$ cat config.mk
export PLATFORM = sky130hd
export DESIGN_NAME = pipe_hazard_ctrl
export DESIGN_NICKNAME = d
export VERILOG_FILES = /design/src/rtl/pipe_hazard_ctrl_pkg.sv /design/src/rtl/pipe_hazard_ctrl_sat_counter.sv /design/src/rtl/pipe_hazard_ctrl.sv
export SDC_FILE = /design/constraint.sdc
export NUM_CORES = 1
export LEC_CHECK = 0
export CORE_ASPECT_RATIO = 0.5
export CORE_MARGIN = 5
export CORE_UTILIZATION = 25
export DETAILED_ROUTE_END_ITERATION = 8
export SYNTH_ARGS = -nofsm -noshare
export SYNTH_HDL_FRONTEND = slang
export SYNTH_HIERARCHICAL = 1
export SYNTH_SLANG_ARGS = --single-unit
$ cat constraint.sdc
create_clock -name clk -period 2.4 [get_ports clk]
set_input_delay 0.48 -clock clk [delete_from_list [all_inputs] [get_ports clk]]
set_output_delay 0.48 -clock clk [all_outputs]
set_load 0.03 [all_outputs]
$ cat src/rtl/pipe_hazard_ctrl_pkg.sv
// rtl/pipe_hazard_ctrl_pkg.sv - shared types and constants for the pipeline hazard controller
package pipe_hazard_ctrl_pkg;

    localparam int REG_ADDR_W_DEF = 5;

    localparam logic CTRL_ENABLE  = 1'b1;
    localparam logic CTRL_DISABLE = 1'b0;

    typedef enum logic [1:0] {
        ST_RUN      = 2'd0,
        ST_MEM_WAIT = 2'd1,
        ST_ERR      = 2'd2
    } hz_state_e;

endpackage

$ cat src/rtl/pipe_hazard_ctrl_sat_counter.sv
// rtl/pipe_hazard_ctrl_sat_counter.sv - saturating event counter
module sat_counter #(
    parameter int CNT_W = 16
) (
    input  logic             clk,
    input  logic             rst,
    input  logic             inc,
    output logic [CNT_W-1:0] count
);

    always_ff @(posedge clk or negedge rst) begin
        if (!rst) begin
            count <= '0;
        end else if (inc && (count != '1)) begin
            count <= count + 1'b1;
        end
    end

endmodule

$ cat src/rtl/pipe_hazard_ctrl.sv
// rtl/pipe_hazard_ctrl.sv - load-use/branch hazard and data-memory wait controller
module pipe_hazard_ctrl
    import pipe_hazard_ctrl_pkg::*;
#(
    parameter int REG_ADDR_W  = REG_ADDR_W_DEF,
    parameter int MEM_TIMEOUT = 255,
    parameter int CNT_W       = 16
) (
    input  logic                  clk,
    input  logic                  rst,
    input  logic [REG_ADDR_W-1:0] id_rs1_addr,
    input  logic [REG_ADDR_W-1:0] id_rs2_addr,
    input  logic                  id_rs1_used,
    input  logic                  id_rs2_used,
    input  logic [REG_ADDR_W-1:0] exe_wr_addr,
    input  logic                  exe_wr_en,
    input  logic                  exe_DM_read,
    input  logic                  exe_branch_taken,
    input  logic                  mem_DM_read,
    input  logic                  mem_DM_write,
    input  logic                  dm_ready,
    output logic                  dm_req,
    output logic                  pc_stall,
    output logic                  if_id_stall,
    output logic                  if_id_flush,
    output logic                  id_exe_stall,
    output logic                  id_exe_flush,
    output logic                  exe_mem_stall,
    output logic                  mem_wb_bubble,
    output logic                  pc_sel_branch,
    output logic                  mem_err,
    output logic                  halted,
    output logic [CNT_W-1:0]      stall_cnt,
    output logic [CNT_W-1:0]      flush_cnt
);

    localparam int WAIT_W = $clog2(MEM_TIMEOUT + 1);

    hz_state_e         state, state_nxt;
    logic [WAIT_W-1:0] wait_cnt, wait_cnt_nxt;
    logic              mem_err_nxt;

    logic mem_acc, in_err, mem_freeze, hold;
    logic rs1_hit, rs2_hit, load_use, take_branch, lu_stall;

    always_comb begin
        mem_acc     = mem_DM_read | mem_DM_write;
        in_err      = (state == ST_ERR);
        mem_freeze  = mem_acc & ~dm_ready & ~in_err;
        hold        = in_err | mem_freeze;
        // r0 is a writable GPR on this core, so it takes part in the match
        rs1_hit     = id_rs1_used & (id_rs1_addr == exe_wr_addr);
        rs2_hit     = id_rs2_used & (id_rs2_addr == exe_wr_addr);
        load_use    = exe_DM_read & exe_wr_en & (rs1_hit | rs2_hit);
        take_branch = exe_branch_taken & ~hold;
        // a taken branch flushes the dependent instruction, so no stall is needed
        lu_stall    = load_use & ~hold & ~exe_branch_taken;
    end

    assign dm_req        = mem_acc & ~in_err;
    assign pc_stall      = hold | lu_stall;
    assign if_id_stall   = hold | lu_stall;
    assign id_exe_stall  = hold;
    assign exe_mem_stall = hold;
    assign mem_wb_bubble = hold;
    assign if_id_flush   = take_branch;
    assign id_exe_flush  = take_branch | lu_stall;
    assign pc_sel_branch = take_branch;
    assign halted        = in_err;

    always_comb begin
        state_nxt    = state;
        wait_cnt_nxt = wait_cnt;
        mem_err_nxt  = mem_err;
        case (state)
            ST_RUN: begin
                if (mem_freeze) begin
                    state_nxt    = ST_MEM_WAIT;
                    wait_cnt_nxt = WAIT_W'(1);
                end
            end
            ST_MEM_WAIT: begin
                // leaving on a dropped request too keeps a withdrawn access from wedging the core
                if (!mem_freeze) begin
                    state_nxt    = ST_RUN;
                    wait_cnt_nxt = '0;
                end else if (wait_cnt == WAIT_W'(MEM_TIMEOUT)) begin
                    state_nxt   = ST_ERR;
                    mem_err_nxt = CTRL_ENABLE;
                end else begin
                    wait_cnt_nxt = wait_cnt + 1'b1;
                end
            end
            ST_ERR: begin
                state_nxt = ST_ERR;
            end
            default: begin
                state_nxt    = ST_RUN;
                wait_cnt_nxt = '0;
            end
        endcase
    end

    always_ff @(posedge clk or negedge rst) begin
        if (!rst) begin
            state    <= ST_RUN;
            wait_cnt <= '0;
            mem_err  <= CTRL_DISABLE;
        end else begin
            state    <= state_nxt;
            wait_cnt <= wait_cnt_nxt;
            mem_err  <= mem_err_nxt;
        end
    end

    sat_counter #(.CNT_W(CNT_W)) u_stall_cnt (
        .clk   (clk),
        .rst   (rst),
        .inc   (pc_stall),
        .count (stall_cnt)
    );

    sat_counter #(.CNT_W(CNT_W)) u_flush_cnt (
        .clk   (clk),
        .rst   (rst),
        .inc   (pc_sel_branch),
        .count (flush_cnt)
    );

endmodule

# After elaboration in Yosys (flattened, before gate mapping)
# Index checks and enable logic that the tools add are counted.
[totals]
register_bits = 43
latchBits = 0
ram_bits = 0
rom_bits = 0
out_inout_bits = 43
elab_cells = 51
memories = 0
[op_classes]
add_sub_neg = 3
n_mul = 0
div = 0
n_lt_le_gt_ge = 0
eq_ne = 10
n_shift = 0
n_mux = 8
n_bitwise = 19
reduce_logical = 6
[ops]
columns = ["cell", "count"]
rows = [
  ["adder 16 x 1 -> 16 bit, second input constant", 2],
  ["!= test 16 bit, second input constant", 2],
  ["2-to-1 mux 8 bit", 3],
  ["one-hot mux 8 bit (3 select lines)", 1],
  ["bitwise AND 1 bit", 10],
  ["equality test 5 bit", 2],
  ["adder 8 x 1 -> 8 bit, second input constant", 1],
  ["equality test 8 bit, second input constant", 1],
  ["2-to-1 mux 2 bit", 3],
  ["!= test 3 bit, second input constant", 2],
  ["one-hot mux 2 bit (3 select lines)", 1],
  ["AND reduction 3 bit", 2],
  ["OR 1 bit", 5],
  ["inverter 1 bit", 4],
  ["equality test 2 x 1 -> 1 bit, second input constant", 1],
  ["equality test 2 bit, second input constant", 1],
  ["logical AND 1 bit", 2],
  ["zero test 2 bit", 1],
  ["!= test 2 bit, second input constant", 1],
  ["AND reduction 2 bit", 1],
]

# Depth between registers and ports, before layout
# Gate-level depths: netlist of run 1.
[depth]
ltp_word = 9
mapped_depth = 8
ltp_nobuf = 8

# Modules after synthesis
# Netlist of run 1, hierarchy kept.
[by_module_without_submodules]
columns = ["mod", "instances", "cells_each", "area_per_inst_um2"]
rows = [
  ["sat_counter", 2, 72, 859.6],
  ["pipe_hazard_ctrl", 1, 97, 818.3],
]

# Worst setup path after synthesis of run 1
# No wires, ideal clock.
[synth_timing]
path_kind = "input to register"
from = "input exe_wr_addr[3]"
to = "register u_stall_cnt.count[14]"
arrival_time_ns = 2.604
t_required_ns = 2.264
path_slack_ns = -0.339
path_stages = 8
n_path_buf = 0
path_cell_list = "xor2_1 -> nor4_1 -> nand3_1 -> o211ai_1 -> nand2_1 -> nor4_4 -> nand4_1 -> xnor2_1"
[synth_between]
elab_chain_cells = 8
word_cells_on_any_way = 10
cone_classes = "2 x eq/ne; 7 x bitwise; 1 x reduce/logical"
[synth_lines]
columns = ["element", "line", "source"]
rows = [
  ["start, declared", "pipe_hazard_ctrl.sv:15", "input logic [REG_ADDR_W-1:0] exe_wr_addr,"],
  ["equality test 5 bit (on tied branches)", "pipe_hazard_ctrl.sv:52, pipe_hazard_ctrl.sv:53", ""],
  ["bitwise AND 1 bit (on tied branches)", "pipe_hazard_ctrl.sv:52, pipe_hazard_ctrl.sv:53", ""],
  ["OR 1 bit (*)", "pipe_hazard_ctrl.sv:54", "load_use = exe_DM_read & exe_wr_en & (rs1_hit | rs2_hit);"],
  ["bitwise AND 1 bit (*)", "pipe_hazard_ctrl.sv:54", ""],
  ["bitwise AND 1 bit (*) (2 in a row)", "pipe_hazard_ctrl.sv:57", "lu_stall = load_use & ~hold & ~exe_branch_taken;"],
  ["OR 1 bit (*)", "--", ""],
  ["via if_id_stall", "pipe_hazard_ctrl.sv:24", "output logic if_id_stall,"],
  ["logical AND 1 bit (*)", "pipe_hazard_ctrl_sat_counter.sv:14", "end else if (inc && (count != '1)) begin"],
  ["end signal, assigned", "pipe_hazard_ctrl_sat_counter.sv:15", "count <= count + 1'b1;"],
  ["end, declared", "pipe_hazard_ctrl_sat_counter.sv:8", "output logic [CNT_W-1:0] count"],
]
# Mark *: on every way through the listed nets, which the timed path passes. The rest lies on a longest branch.
# A chain may end at the register's enable or synchronous reset.

# Final worst setup path of run 1
[layout_timing]
from = "input id_rs1_addr[3]"
to = "output if_id_stall"
[layout_between]
elab_chain_cells = 7
[layout_lines]
columns = ["element", "line", "source"]
rows = [
  ["start, declared", "pipe_hazard_ctrl.sv:11", "input logic [REG_ADDR_W-1:0] id_rs1_addr,"],
  ["equality test 5 bit", "pipe_hazard_ctrl.sv:52", "rs1_hit = id_rs1_used & (id_rs1_addr == exe_wr_addr);"],
  ["bitwise AND 1 bit", "pipe_hazard_ctrl.sv:52", ""],
  ["OR 1 bit", "pipe_hazard_ctrl.sv:54", ""],
  ["bitwise AND 1 bit", "pipe_hazard_ctrl.sv:54", ""],
  ["bitwise AND 1 bit (2 in a row)", "pipe_hazard_ctrl.sv:57", ""],
  ["OR 1 bit", "pipe_hazard_ctrl.sv:62", "assign if_id_stall = hold | lu_stall;"],
  ["end, declared", "pipe_hazard_ctrl.sv:24", ""],
]
# No other way between the ends.

==> results of run 1 <==
-- how the worst max path moves through the flow --
stage	slack, ps	cells past startpoint	endpoint
after floorplan	-330	8	u_stall_cnt/count[15]
after CTS	8	11	u_stall_cnt/count[15]
after detailed placement	-390	10	u_stall_cnt/count[15]
after global routing	-30	12	u_stall_cnt/count[7]
after global placement	-360	10	u_stall_cnt/count[15]
final	60	8	if_id_stall
-- power breakdown --
part	switching, uW	internal, uW
clock network	273	486
logic	458	383
registers	192	830
total	923	1700
-- worst max-delay path: cells and delay by family --
kind / cells / cell delay, ps
AOI/OAI and AO/OA: 1 / 110
buffers and inverters: 4 / 560
and+or+nand+nor: 2 / 540
xor gates and xnor gates: 1 / 160
-- metrics by stage --
step                TNS (ps)  util (%)  hold WS (ps)
detailed placement     -5260     34.88         452.8
CTS                        0     36.94         297.4
global placement       -4988     34.88         451.6
finish                     0     36.99         258.9
floorplan              -3314         -         184.4
global route          -46.00     36.99         335.0
-- cell type report --
cell class                      instances  area (um2)  area share (%)
Multi-Input combinational cell        187        1456           39.17
Sequential cell                        43        1076           28.94
Timing Repair Buffer                   96       833.3           22.41
Tap cell                              140       175.2           4.711
Clock buffer                            6       128.9           3.466
Clock inverter                          1       30.03          0.8075
Inverter                                5       18.77          0.5047
-- cells by family after synthesis --
family | after synthesis | share of synthesized area, %
simple gates | 108 | 29.64
compound gates | 47 | 13.81
flops | 43 | 42.41
xor+xnor | 24 | 8.284
buf+inv | 11 | 2.268
mux | 5 | 2.120
fa+ha+maj | 3 | 1.479
-- cell usage after synthesis (all sizes together) (2+ instances only) --
cell type	n
nor2	11
and3	6
nor3b	2
o32ai	2
a21oi	7
or4	2
and4b	2
o21bai	2
nand2	24
nand2b	3
buf	5
nor4	5
xnor2	16
o21ai	4
mux2	3
dfrtp	43
and4	6
a32oi	2
nand4	21
nor3	6
a31oi	7
inv	5
nand3	18
o211ai	4
o22ai	4
o21a	10
o31ai	3
ha	3
mux2i	2
xor2	8
-- repair_timing --
action,4_1_cts,5_1_grt
pin swaps,19,18
setup buffers,7,0
cloned,0,0
endpoints found under the setup margin,11,14
hold endpoints to repair,0,0
gates resized for setup,42,20
-- state kept, by name, indices dropped and copies added (netlist names) --
name and cells:
wait_cnt 8, mem_err 1, u_stall_cnt/count 16, u_flush_cnt/count 16
state 2
-- metal layers --
metal,GRT usage [%],wire [um]
met1,13.57,2996
met2,18.72,3265
met3,2.395,184
met4,4.089,112
met5,0,0
==> impl_metrics.ini, run 1 <==
[synth]
async_flop_share_pct = 100.0
ys.flop_type = dfrtp_1
ys_seq_area_share_pct = 42.41
syn_area_um2 = 2537
synth_area_leaders = dfrtp_1 (42%), xnor2_1 (5.5%), nand4_1 (4.2%)
syn-num-nets = 269
ys_warn_count = 6
ys_types = 50
synth_top_cell_by_area = dfrtp_1
synth_edf_count = 0
synth_top_area_share_pct = 42.41
ys_seq_elements = 43
syn_area_per_cell_um2 = 10.53
synthesis.instances = 241

[drt]
vias = 2210
wl_per_cell_um = 13.72
drt-pass1-iter-count = 4
viasPerCell = 4.623
postRouteAntennaNets = 0
finalWirelength_um = 6558
drcViolationCount = 0
drt_first_iter_violations = 142

[power]
total_power_uw = 2621
power_density_nw_per_um2 = 704.7
ir_worst_vdd_mv = 0.6512
leakage_uw = 0.001573

[sta]
slew_viol_final = 0
slew_headroom_pct = 62.81
fmax_mhz = 427.1
tightest_slew_ps = 557.9
hold_viol = 0
finalWorstSetupSlack_ps = 58.81
min_period_ps = 2341
finalClockSkew_ps = 6.327
post-route-period-util_pct = 97.55
finalSetupViolCount = 0

[grt]
grt.overflow.total = 0
track_usage_pct = 10.85
grt_pass1_wl_um = 11060
antenna_found_initial = 0
grt_pass1_vias = 2194
grt_max_degree = 44

[finish]
final_cell_mix = dfrtp_1 (43), clkdlybuf4s50_1 (37), buf_4 (32), nand2_1 (23), nand4_1 (17)
fillers = 1024
nNetsFinal = 366
antennaDiodeCount = 0
final_area_um2 = 3719
area_growth_pct = 46.55
drive_gt1_share_pct = 26.04
fin_cells = 478
layout_commonest_cell = dfrtp_1

[floorplanning]
die_x_um = 152.5
row_count = 26
core_area_um2 = 10050
chipHeight_um = 81.24
dieArea_um2 = 12390
start_util_pct = 25.24
pin_count = 68

[setup_path]
ff2ff_setup_slack_ps = 250
critical_path_class = input port to output port
cp_common_cell = buf_6
reg2reg_depth = 12
cp.required_ps = 1920
rr_endpoint = u_stall_cnt/count[5]
path_max_fanout = 2
worstPathArrival_ps = 1860
crit_path_max_incr_delay_ps = 460
cp_slowest_cell = or4_1
regToRegStartpoint = state[0]
end_kind = output port
worst_setup_path_start_kind = input port
crit_start = id_rs1_addr[3]
crit_path_cell_trace = clkdlybuf4s15_1 -> xnor2_2 -> nand2_1 -> or4_1 -> o211ai_1 -> buf_4 -> buf_6 -> buf_6

[clocking]
clockBufferDepth = 2
h-tree-depth = 2
cts.sinks = 43
cts_tree = yes
clk_pin_slew_ps = 60
cts_hold_buf = 0
cts_buffers = 5
root_buffer = clkbuf_16
clock_latency_ps = 280

[placement]
pre_cts_ws_ps = -386.7
postPlaceCellArea_um2 = 3506
portBuffers = 67
dp_hpwl_um = 4813
dp.cells = 465
routabilityCongestion = 0.7869

[job]
maxCapViolations = 0

[min_path]
hp-class = input port to asynchronous set/reset pin

[status]
outcome = complete, no violations
No activity file was read; power rests on OpenSTA's default activity.
==> run 2: changes to the inputs <==
--- a/config.mk
+++ b/config.mk
@@ -8,7 +8,9 @@
 export CORE_ASPECT_RATIO = 0.5
 export CORE_MARGIN = 5
 export CORE_UTILIZATION = 25
+export CTS_BUF_LIST = sky130_fd_sc_hd__clkbuf_8
 export DETAILED_ROUTE_END_ITERATION = 8
+export REMOVE_ABC_BUFFERS = 1
 export SYNTH_ARGS = -nofsm -noshare
 export SYNTH_HDL_FRONTEND = slang
 export SYNTH_HIERARCHICAL = 1
==> impl_metrics.ini, run 2 (synthesis gave the netlist of run 1 again) <==
[sta]
post-route-period-util_pct = 96.86
finalClockSkew_ps = 8.292
slew_headroom_pct = 73.68
hold_viol = 0
finalSetupViolCount = 0
tightest_slew_ps = 393.8
min_period_ps = 2325
finalWorstSetupSlack_ps = 75.40
slew_viol_final = 0
fmax_mhz = 430.2

[finish]
fin_cells = 470
fillers = 1009
nNetsFinal = 357
drive_gt1_share_pct = 21.52
top_regs = u_flush_cnt/count (16), u_stall_cnt/count (16), wait_cnt (8)
area_growth_pct = 41.81
antennaDiodeCount = 0
final_cell_mix = dfrtp_1 (43), clkdlybuf4s50_1 (37), nand2_1 (23), buf_4 (23), nand4_1 (17)
layout_commonest_cell = dfrtp_1
final_area_um2 = 3598

[floorplanning]
die_x_um = 152.5
core_area_um2 = 10050
dieArea_um2 = 12390
chipHeight_um = 81.24
row_count = 26
start_util_pct = 25.24
pin_count = 68

[power]
total_power_uw = 2395
leakage_uw = 0.001516
ir_worst_vdd_mv = 0.4303
power_density_nw_per_um2 = 665.5

[job]
maxCapViolations = 0

[setup_path]
critical_path_class = input port to output port
worst_setup_path_start_kind = input port
cp_common_cell = buf_6
path_max_fanout = 2
worstPathArrival_ps = 1840
cp_slowest_cell = or4_1
crit_path_max_incr_delay_ps = 460
end_kind = output port
crit_path_cell_trace = clkdlybuf4s15_1 -> xnor2_1 -> nand2_1 -> or4_1 -> o211ai_1 -> buf_4 -> buf_6 -> buf_6
cp.required_ps = 1920

[placement]
dp_hpwl_um = 4713
postPlaceCellArea_um2 = 3460
pre_cts_ws_ps = -516.0
portBuffers = 67
dp.cells = 459
routabilityCongestion = 0.7899

[clocking]
cts_buffers = 5
cts_tree = yes
root_buffer = clkbuf_8
clk_pin_slew_ps = 80
cts_hold_buf = 0
clock_latency_ps = 290
h-tree-depth = 2
clockBufferDepth = 2
cts.sinks = 43

[grt]
grt_max_degree = 44
grt.overflow.total = 0
antenna_found_initial = 0
grt_pass1_vias = 2101
grt_pass1_wl_um = 10240
track_usage_pct = 9.824

[drt]
wl_per_cell_um = 13.13
finalWirelength_um = 6173
viasPerCell = 4.664
postRouteAntennaNets = 0
drcViolationCount = 0
drt_first_iter_violations = 121
drt-pass1-iter-count = 5
vias = 2192

[status]
outcome = complete, no violations

[min_path]
hp-class = input port to asynchronous set/reset pin
-- run 2: cell count changes in the layout (fill, tap and decap cells not counted), sizes merged --
cell,change
buf,-14
clkbuf,+1
clkdlybuf4s15,+2
clkinv,+1
dlygate4sd2,+2
-- run 2: area by class of cell --
type / instances / area, um2 / share of cell area (%)
Multi-Input combinational cell: 187 / 1425 / 39.60
Timing Repair Buffer: 87 / 785.8 / 21.84
Sequential cell: 43 / 1076 / 29.90
Tap cell: 140 / 175.2 / 4.868
Inverter: 5 / 18.77 / 0.5216
Clock buffer: 6 / 82.58 / 2.295
Clock inverter: 2 / 35.03 / 0.9736
-- run 2: worst max-delay path: cells and delay by family --
family	cells	cell delay, ps
AOI/OAI and AO/OA	1	100
and+or+nand+nor	2	530
xor gates and xnor gates	1	160
buffers and inverters	4	570
-- run 2: path summary, 6_finish.rpt --
kind | from | to | slack [ps] | depth (start not counted)
setup / recovery | exe_wr_addr[1] | pc_stall | 80 | 8
hold / removal | rst | u_flush_cnt/count[9] | 140 | 2
setup reg to reg | state[0] | u_stall_cnt/count[14] | 400 | 10
hold reg to reg | mem_err | mem_err | 470 | 1
max in group asynchronous | rst | u_stall_cnt/count[1] | 2020 | 2
min in group clk | mem_err | mem_err | 470 | 1
-- run 2: what timing repair did --
action                     CTS  global route
gates resized for setup     27            21
pin swaps                   16            18
setup endpoints to repair   18            12
setup buffers                3             2
-- run 2: per-layer routing --
layer  global-route usage, %  up-vias  part of all wire, %
li1                        -     1091                    -
met1                   12.59     1065                   45
met4                   1.689        0                 0.81
met5                       0        -                    0
met2                   17.61       30                   51
met3                   2.076        6                  3.3
-- run 2: power breakdown --
part / internal (uW) / total, uW / switching [uW]
clock network: 337 / 584 / 247
logic: 353 / 803 / 450
registers: 828 / 1010 / 180
total: 1520 / 2390 / 876
-- run 2: per-stage QoR --
stage	hold slack, ps	TNS, ps	util, %
final	145.0	0	35.80
after global routing	162.4	-22.64	35.80
after CTS	160.4	0	35.79
after detailed placement	465.4	-7349	34.42
after global placement	452.6	-6446	34.42
after floorplan	184.4	-10050	-
==> run 3: changes to the inputs <==
--- a/config.mk
+++ b/config.mk
@@ -5,11 +5,13 @@
 export SDC_FILE = /design/constraint.sdc
 export NUM_CORES = 1
 export LEC_CHECK = 0
+export CELL_PAD_IN_SITES_DETAIL_PLACEMENT = 1
+export CELL_PAD_IN_SITES_GLOBAL_PLACEMENT = 1
 export CORE_ASPECT_RATIO = 0.5
-export CORE_MARGIN = 5
-export CORE_UTILIZATION = 25
+export CORE_UTILIZATION = 38
 export CTS_BUF_LIST = sky130_fd_sc_hd__clkbuf_8
 export DETAILED_ROUTE_END_ITERATION = 8
+export PLACE_DENSITY_LB_ADDON = 0.1
 export REMOVE_ABC_BUFFERS = 1
 export SYNTH_ARGS = -nofsm -noshare
 export SYNTH_HDL_FRONTEND = slang
==> impl_metrics.ini, run 3 (synthesis gave the netlist of run 1 again) <==
[clocking]
clockBufferDepth = 2
h-tree-depth = 2
clk_pin_slew_ps = 90
cts_hold_buf = 0
clock_latency_ps = 310
cts_tree = yes
cts.sinks = 43
cts_buffers = 5
root_buffer = clkbuf_8

[finish]
final_cell_mix = dfrtp_1 (43), clkdlybuf4s50_1 (37), buf_4 (33), nand2_1 (23), nand4_1 (17)
area_growth_pct = 39.25
final_area_um2 = 3533
nNetsFinal = 364
antennaDiodeCount = 0
drive_gt1_share_pct = 22.55
layout_commonest_cell = dfrtp_1
top_regs = u_flush_cnt/count (16), u_stall_cnt/count (16), wait_cnt (8)

[grt]
grt_max_degree = 28
grt_pass1_wl_um = 11320
antenna_found_initial = 0
grt.overflow.total = 0
grt_pass1_vias = 2338
track_usage_pct = 20.39

[setup_path]
worstPathArrival_ps = 1840
ff2ff_setup_slack_ps = 290
end_kind = output port
regToRegStartpoint = state[0]
reg2reg_depth = 10
worst_setup_path_start_kind = input port
critical_path_class = input port to output port
cp.required_ps = 1920
path_max_fanout = 3
rr_endpoint = u_stall_cnt/count[15]

[sta]
min_period_ps = 2321
hold_viol = 0
slew_headroom_pct = 57.58
tightest_slew_ps = 636.3
fmax_mhz = 430.8
fin_setup_tns_ps = 0
post-route-period-util_pct = 96.72
hold-worst-slack_ps = 177.8
finalSetupViolCount = 0
rsz0062_at_grt = no
finalClockSkew_ps = 13.11
slew_viol_final = 0

[power]
p_int_uw = 1391
ir_worst_vdd_mv = 0.5297
total_power_uw = 2304
p_clk_share_pct = 20.5
leakage_uw = 0.001520
power_density_nw_per_um2 = 652.1
p_sw_uw = 912.8
combPwrFrac_pct = 35.7
swShare_pct = 39.62
p_seq_share_pct = 43.9

[placement]
routabilityCongestion = 0.8161
postPlaceCellArea_um2 = 3435
portBuffers = 67
dp_hpwl_um = 5203

[drt]
drt_first_iter_violations = 67
wl_per_cell_um = 16.20
vias = 2302
drcViolationCount = 0
drt-pass1-iter-count = 4
finalWirelength_um = 6884
viasPerCell = 5.416
postRouteAntennaNets = 0

[min_path]
hp-class = input port to asynchronous set/reset pin

[status]
outcome = complete, no violations

[floorplanning]
start_util_pct = 40.56
dieArea_um2 = 7028
core_area_um2 = 6256
die_x_um = 117.6
row_count = 20
chipHeight_um = 59.78
pin_count = 68

[job]
maxCapViolations = 0
-- run 3: what timing repair did --
item                                   CTS  global route
endpoints found under the hold margin    0             0
pin swaps                               15            13
setup buffers                            3             0
resized for setup                       26            13
setup endpoints to repair               16             7
-- run 3: power by group through the flow --
stage,Combinational [uW],Sequential [uW],Clock (uW)
floorplan,244,1180,0
global placement,806,1020,0
detailed placement,825,1030,0
CTS,828,1020,494
global route,876,1030,518
finish,822,1010,472
-- run 3: worst max-delay path by stage --
| stage | start | to | slack, ps | cells after the start |
|---|---|---|---|---|
| after floorplan | exe_wr_addr[3] | u_stall_cnt/count[14] | -790 | 8 |
| after global routing | id_rs2_addr[0] | pc_stall | 3 | 7 |
| after CTS | exe_wr_addr[4] | if_id_stall | 6 | 7 |
| final | id_rs1_addr[3] | pc_stall | 80 | 7 |
| after global placement | exe_wr_addr[3] | u_stall_cnt/count[15] | -360 | 9 |
| after detailed placement | exe_wr_addr[1] | u_stall_cnt/count[14] | -410 | 9 |
-- run 3: layout make-up --
| type | instances | area, um2 |
|---|---|---|
| Clock buffer | 5 | 68.82 |
| Clock inverter | 3 | 16.27 |
| Fill cell | 729 | 2723 |
| Inverter | 5 | 18.77 |
| Multi-Input combinational cell | 187 | 1420 |
| Sequential cell | 43 | 1076 |
| Tap cell | 88 | 110.1 |
| Timing Repair Buffer | 94 | 823.3 |
-- run 3: layer usage --
metal  wire (um)  global-route usage, %
met5           0                      0
met4          46                  4.762
met3         277                  5.153
met2        3322                  36.26
met1        3236                  25.50
-- run 3: stage by stage --
step / util, % / std cells / setup WS (ps)
after floorplan: - / 235 / -790.8
after global placement: 54.90 / 414 / -359.0
after detailed placement: 54.90 / 414 / -406.1
after CTS: 56.52 / 425 / 5.529
after global routing: 56.48 / 425 / 2.722
final: 56.48 / 425 / 78.75
-- run 3: worst max-delay path, cell delays in order --
cell,delay [ps]
dlygate4sd2_1,240
xnor2_1,130
nand2_1,80
or4_1,470
o211ai_1,130
buf_4,180
buf_6,130
